### config.mk
export PLATFORM = sky130hd
export DESIGN_NAME = uart_tx_scheduler
export DESIGN_NICKNAME = d
export VERILOG_FILES = /design/src/rtl/uart_tx_scheduler.sv
export SDC_FILE = /design/constraint.sdc
export NUM_CORES = 1
export LEC_CHECK = 0
export CAP_MARGIN = 20
export CORE_MARGIN = 8
export CORE_UTILIZATION = 30
export CTS_BUF_LIST = sky130_fd_sc_hd__clkbuf_8
export DETAILED_ROUTE_END_ITERATION = 7
export GPL_TIMING_DRIVEN = 0
export SYNTH_ARGS = -nofsm -noshare
export SYNTH_HDL_FRONTEND = slang
export SYNTH_SLANG_ARGS = --single-unit
### constraint.sdc
create_clock -name clk_i -period 2.5 [get_ports clk_i]
set_input_delay 0.375 -clock clk_i [delete_from_list [all_inputs] [get_ports clk_i]]
set_output_delay 0.375 -clock clk_i [all_outputs]
set_load 0.01 [all_outputs]
### src/rtl/uart_tx_scheduler.sv
// Round-robin scheduler for the UART TX FIFO write port, with per-grant burst limiting
// and a drain-then-handshake sequence for transmitter configuration requests.
module uart_tx_scheduler #(
    parameter int N_REQ     = 2,
    parameter int MAX_BURST = 4,
    localparam int GW       = (N_REQ > 1) ? $clog2(N_REQ) : 1
) (
    input  logic                 clk_i,
    input  logic                 rst_n_i,
    input  logic [N_REQ-1:0]     req_valid_i,
    input  logic [8*N_REQ-1:0]   req_data_i,
    input  logic [N_REQ-1:0]     req_last_i,
    output logic [N_REQ-1:0]     req_ready_o,
    input  logic                 cfg_start_i,
    output logic                 cfg_busy_o,
    input  logic                 tx_fifo_full_i,
    input  logic                 tx_fifo_empty_i,
    input  logic                 tx_done_i,
    input  logic                 req_done_i,
    output logic [7:0]           data_tx_o,
    output logic                 tx_fifo_write_o,
    output logic                 config_req_mst_o,
    output logic [GW-1:0]        grant_o,
    output logic                 grant_valid_o
);

    typedef enum logic [1:0] {
        ARB,
        XFER,
        CFG_DRAIN,
        CFG_REQ
    } state_t;

    localparam logic [GW-1:0] LAST_IDX   = GW'(N_REQ - 1);
    localparam logic [3:0]    BEAT_LIMIT = 4'(MAX_BURST - 1);

    state_t        state_q, state_d;
    logic [GW-1:0] owner_q, owner_d;
    logic [GW-1:0] last_owner_q, last_owner_d;
    logic [3:0]    beat_q, beat_d;
    logic          cfg_pending_q, cfg_pending_d;
    logic          in_flight_q, in_flight_d;
    logic          cfg_req_q, cfg_req_d;

    logic [GW-1:0] arb_pick;
    logic [GW-1:0] cand;
    logic          arb_found;
    logic          accept;

    // Search starts just after the previous owner, so it ends up with the lowest priority.
    always_comb begin
        arb_pick  = '0;
        cand      = '0;
        arb_found = 1'b0;
        for (int i = 1; i <= N_REQ; i++) begin
            cand = GW'((int'(last_owner_q) + i) % N_REQ);
            if (!arb_found && req_valid_i[cand]) begin
                arb_found = 1'b1;
                arb_pick  = cand;
            end
        end
    end

    always_comb begin
        state_d         = state_q;
        owner_d         = owner_q;
        last_owner_d    = last_owner_q;
        beat_d          = beat_q;
        cfg_pending_d   = cfg_pending_q;
        in_flight_d     = in_flight_q;
        cfg_req_d       = 1'b0;
        req_ready_o     = '0;
        tx_fifo_write_o = 1'b0;
        data_tx_o       = '0;
        accept          = 1'b0;

        if (cfg_start_i && !cfg_pending_q) begin
            cfg_pending_d = 1'b1;
        end

        case (state_q)
            ARB: begin
                // A start pulse arriving in ARB is honoured at once, ahead of any requester.
                if (cfg_pending_q || cfg_start_i) begin
                    state_d = CFG_DRAIN;
                end else if (arb_found) begin
                    state_d = XFER;
                    owner_d = arb_pick;
                end
            end
            XFER: begin
                req_ready_o[owner_q] = !tx_fifo_full_i;
                accept               = req_valid_i[owner_q] && !tx_fifo_full_i;
                tx_fifo_write_o      = accept;
                data_tx_o            = req_data_i[{owner_q, 3'b000} +: 8];
                if (accept) begin
                    if (req_last_i[owner_q] || beat_q == BEAT_LIMIT) begin
                        state_d      = ARB;
                        last_owner_d = owner_q;
                        beat_d       = '0;
                    end else begin
                        beat_d = beat_q + 4'd1;
                    end
                end
            end
            CFG_DRAIN: begin
                if (tx_fifo_empty_i && !in_flight_q) begin
                    state_d = CFG_REQ;
                end
            end
            CFG_REQ: begin
                cfg_req_d = !req_done_i;
                if (req_done_i) begin
                    state_d       = ARB;
                    cfg_pending_d = 1'b0;
                end
            end
            default: state_d = ARB;
        endcase

        // A write in the same cycle as end-of-frame keeps the transmitter marked busy.
        if (accept) begin
            in_flight_d = 1'b1;
        end else if (tx_done_i && tx_fifo_empty_i) begin
            in_flight_d = 1'b0;
        end
    end

    always_ff @(posedge clk_i or negedge rst_n_i) begin
        if (!rst_n_i) begin
            state_q       <= ARB;
            owner_q       <= '0;
            last_owner_q  <= LAST_IDX;
            beat_q        <= '0;
            cfg_pending_q <= 1'b0;
            in_flight_q   <= 1'b0;
            cfg_req_q     <= 1'b0;
        end else begin
            state_q       <= state_d;
            owner_q       <= owner_d;
            last_owner_q  <= last_owner_d;
            beat_q        <= beat_d;
            cfg_pending_q <= cfg_pending_d;
            in_flight_q   <= in_flight_d;
            cfg_req_q     <= cfg_req_d;
        end
    end

    assign config_req_mst_o = cfg_req_q;
    assign cfg_busy_o       = cfg_pending_q;
    assign grant_o          = owner_q;
    assign grant_valid_o    = (state_q == XFER);

endmodule

# == Word level (Yosys, flattened, before mapping) ==
# Index checks and enable logic that the tools add are counted.
# word_totals
romBits,0
memories,0
output_inout_bits,15
latchBits,0
reg_bits,11
ramBits,0
# op_classes
div_mod_pow,0
n_mux,31
n_lt_le_gt_ge,4
add_sub_neg,3
n_mul,0
n_reduce_logical,19
bitwise,2
n_shift,1
eq_ne,9
# op_table
op,count
$mux 1,20
$shiftx 16x5->8,1
$mux 2,7
$mux 8,1
$pmux 2 s4,1
$logic_and 1x1->1,6
$lt 1x2->1 const B,3
$reduce_and 3->1,2
$logic_not 1->1,5
$reduce_and 5->1,1
$add 4x1->4 const B,1
$eq 2x2->1 const B,2
$eq 4x2->1 const B,1
$mux 4,1
$ne 2x1->1 const B,2
$ne 2x2->1 const B,2
$ne 3x3->1 const B,1
$add 1x1->1 const B,2
$and 2x2->2,1
$eq 2x1->1 const B,1
$logic_not 2->1,1
$logic_or 1x1->1,2
$reduce_and 2->1,1
$reduce_bool 2->1,1
other kinds (3),3

# == Longest topological paths before layout ==
# depth
depth_word,10
ltp_mapped,5
ltp_nobuf,4

# == Worst setup path after synthesis ==
# Ideal clock, no wire load.
# synth_path
path_type,register to output
startpoint,"reg owner_q, in the netlist grant_o"
endpoint,out tx_fifo_write_o
n_path_buf,2
required_time_ps,2125
arrival_time_ps,1122
slack_ps,1003
path_stages_with_launch,5
cell_sequence,dfrtp_1 -> buf_6 -> mux2_4 -> and2_4 -> buf_6
# synth_via
elab_chain_cells,4
# synth_lines
element,line,source
"start, declared",38,"logic [GW-1:0] owner_q, owner_d;"
"start signal, assigned",140,owner_q <= owner_d;
$mux 1 (implied by the code) (2 in series),93,accept = req_valid_i[owner_q] && !tx_fifo_full_i;
$logic_and 1x1->1,93,
$mux 1,81,case (state_q)
"end, declared",21,"output logic tx_fifo_write_o,"
# Every way passes these cells. The select of a mux whose other input is x is not followed.

# == Worst setup path after layout ==
# layout_path
startpoint,in tx_fifo_full_i
endpoint,out tx_fifo_write_o
# layout_via
elab_chain_cells,3
# layout_lines
element,line,source
"start, declared",16,"input logic tx_fifo_full_i,"
$logic_not 1->1,93,
$logic_and 1x1->1,93,
$mux 1,81,
# Every way passes these cells.

==> impl_metrics.py <==
metrics = {
    "outcome": {
        "outcome": "finished clean",
    },
    "logic_synthesis": {
        "post_synth_num_cell_types": 34,
        "post_synthesis_cell_area_um2": 774,
        "synth_top_cells_by_count": "11 x sky130_fd_sc_hd__nor2_1, 10 x sky130_fd_sc_hd__dfrtp_1, 10 x sky130_fd_sc_hd__mux2i_1",
        "synth_edf_count": 0,
        "ys_seq_area_share_pct": 35.7,
        "async_flop_share_pct": 100,
        "yosysWarnings": 0,
        "synth.area.top_cells": "sky130_fd_sc_hd__dfrtp_1 32%, sky130_fd_sc_hd__mux2i_1 13%, sky130_fd_sc_hd__nor2_1 5.3%, sky130_fd_sc_hd__mux2_4 3.9%, sky130_fd_sc_hd__dfstp_2 3.4%",
        "post_synth_inst_count": 80,
        "synth_ff_type": "sky130_fd_sc_hd__dfrtp_1",
        "syn-mean-instance-area_um2": 9.68,
        "postSynthRegisterBits": 11,
        "synthDominantCellAreaShare_pct": 32.3,
        "postSynthNetCount": 108,
        "post-synth-top-area-cell": "sky130_fd_sc_hd__dfrtp_1",
        "synthMostInstantiatedCell": "sky130_fd_sc_hd__nor2_1",
    },
    "die": {
        "fp.coreArea_um2": 2450,
        "die_outline_area_um2": 4460,
        "floorplan.initialDensity_pct": 31.5,
        "die_y_um": 66.8,
        "pin_count": 42,
        "floorplan.rows": 18,
        "die_w_um": 66.8,
    },
    "detailed_routing": {
        "drc": 0,
        "drt_wirelength_mm": 2.38,
        "drt_first_iter_violations": 29,
        "antenna_violating_nets_post_route": 0,
        "route.detailed.vias_per_inst": 4.97,
        "avgRoutedWirePerCell_um": 15.3,
        "first_pass_iters": 4,
        "vias": 770,
    },
    "final_layout": {
        "drive_gt1_share_pct": 12.8,
        "n_fill_cell": 237,
        "antenna-diode-count": 0,
        "final_core_utilization_pct": 51.6,
        "seqCellArea_um2": 277,
        "design.final.nets": 154,
        "multi_input_comb_area_um2": 445,
        "layout-area-overhead-vs-synth_pct": 63.7,
    },
    "critical_path": {
        "worst-r2r-setup-slack_ns": 0.96,
        "critical_path.startpoint": "tx_fifo_full_i",
        "worst-setup-path-type": "primary input to primary output",
        "cp-end-kind": "primary output",
        "critPathLaunchType": "primary input",
        "timing.critical_path.fanout_max": 6,
        "crit_arrival_ns": 2.02,
        "reg2reg_from": "beat_q[0]$_DFFE_PN0P_",
        "worst-endpoint-required_ns": 2.12,
        "worstRegToRegCells": 4,
    },
    "clock_network": {
        "post_cts_sizing_count": 0,
        "total_clock_buffers_created_by_cts": 3,
        "clkTransAtPathRegs_ns": 0.05,
        "clk_root_buffer_cell": "sky130_fd_sc_hd__clkbuf_8",
        "clock_latency_ns": 0.23,
        "post_cts_hold_buffer_count": 0,
        "numClockSinks": 11,
        "cts-root-to-sink-buffers": 2,
        "clock_tree_from_tritoncts": "yes",
        "cts.repair_timing.setup_buffer_count": 0,
        "cts-htree-levels": 1,
    },
    "global_routing": {
        "antenna_violations_before_repair": 0,
        "grt_max_degree": 12,
        "grt_pass1_vias": 867,
        "grt_pass1_wl_mm": 3.88,
        "globalRoute.totalOverflow": 0,
        "grt_overall_usage_pct": 11.3,
    },
    "timing": {
        "grt_setup_unrepaired": "false",
        "min_period_ns": 2.39,
        "maxClockFrequency_mhz": 418,
        "maxSlewHeadroom_pct": 63.3,
        "finalMaxSlewViolations": 0,
        "final-setup-viol-count": 0,
        "worst-slew-pin-transition_ns": 0.548,
        "fin_skew_ns": 0.000632,
        "setup-tns-final_ns": 0,
        "report.final.hold_viol_count": 0,
        "finalCritPeriodShare_pct": 95.6,
        "final.hold.worst_slack_ns": 0.497,
        "post-route-worst-setup-slack_ns": 0.110,
    },
    "placement": {
        "place.port_buffers": 41,
        "post-place-ws_ns": 0.0941,
        "dpl_wire_length_mm": 1.95,
        "routabilityCongestion": 0.744,
    },
    "pwr": {
        "worst_ir_drop_vdd_v": 0.000446,
        "leakagePower_nw": 0.541,
        "finalPower_w": 0.00111,
        "power_density_nw_per_um2": 879,
    },
    "worst_hold_path": {
        "holdCritPathClass": "primary input to asynchronous set/reset pin",
    },
    "job": {
        "cap_violations": 0,
    },
}
-- layer usage --
metal	vias to the layer above	GRT usage, %	wire (µm)	share of wire [%]
met5	-	0	0	0
met1	366	12.1	986	42
li1	377	-	-	-
met3	4	5.20	135	5.7
met2	23	19.5	1230	52
met4	0	3.47	23	0.97
-- where the power goes --
part	switching, W	internal (W)
clock	0.0000675	0.000108
combinational	0.000300	0.000353
sequential	0.0000376	0.000249
-- layout make-up --
type	count	area share [%]
plain buffers	6	3.26
clock buffers	3	3.26
clock inverters	1	0.296
inverters	3	0.888
multi-input cells	60	35.1
flip-flops and latches	11	21.8
well taps	30	2.96
repair buffers	41	32.4
-- per-stage QoR --
step	cell area [µm²]	cells
CTS	1270	155
finish	1270	155
global route	1270	155
global placement	1220	151
floorplan	774	80
detailed placement	1220	151
-- cells in the final DEF (no fill, tap or decap), types with 2 or more instances in the layout --
cell type,count
sky130_fd_sc_hd__clkdlybuf4s50_1,41
sky130_fd_sc_hd__nor2_1,11
sky130_fd_sc_hd__mux2i_1,10
sky130_fd_sc_hd__dfrtp_1,10
sky130_fd_sc_hd__nand2_1,6
sky130_fd_sc_hd__inv_1,4
sky130_fd_sc_hd__buf_2,3
sky130_fd_sc_hd__nand2b_1,3
sky130_fd_sc_hd__o21ai_0,3
sky130_fd_sc_hd__clkbuf_8,3
sky130_fd_sc_hd__buf_6,2
sky130_fd_sc_hd__mux2_4,2
sky130_fd_sc_hd__o211ai_1,2
sky130_fd_sc_hd__nor2b_1,2
sky130_fd_sc_hd__a32o_1,2
-- sequential cells by signal (all words and copies together) (netlist names) --
register          flops
beat_q                4
cfg_busy_o            1
last_owner_q          1
config_req_mst_o      1
in_flight_q           1
grant_o               1
state_q               2
-- logic make-up after synthesis --
group,after synthesis,share of synthesized area (%)
simple gates,32,22.9
compound gates,14,14.7
mux,13,18.3
flops,11,35.7
buf+inv,9,6.78
fa+ha+maj,1,1.62
-- critical path: stages --
cell and delay, ns:
sky130_fd_sc_hd__clkdlybuf4s50_1 0.49, sky130_fd_sc_hd__nor3b_4 0.31, sky130_fd_sc_hd__and2_4 0.20, sky130_fd_sc_hd__buf_6 0.11
sky130_fd_sc_hd__clkdlybuf4s50_1 0.53
-- path summary, 6_finish.rpt --
check / to
max: tx_fifo_write_o
min: grant_o$_DFFE_PN0P_
min reg2reg: beat_q[0]$_DFFE_PN0P_
min in group clk_i: beat_q[0]$_DFFE_PN0P_
max in group asynchronous: last_owner_q$_DFFE_PN1P_
max reg2reg: last_owner_q$_DFFE_PN1P_
No activity file was read; power rests on OpenSTA's default activity.
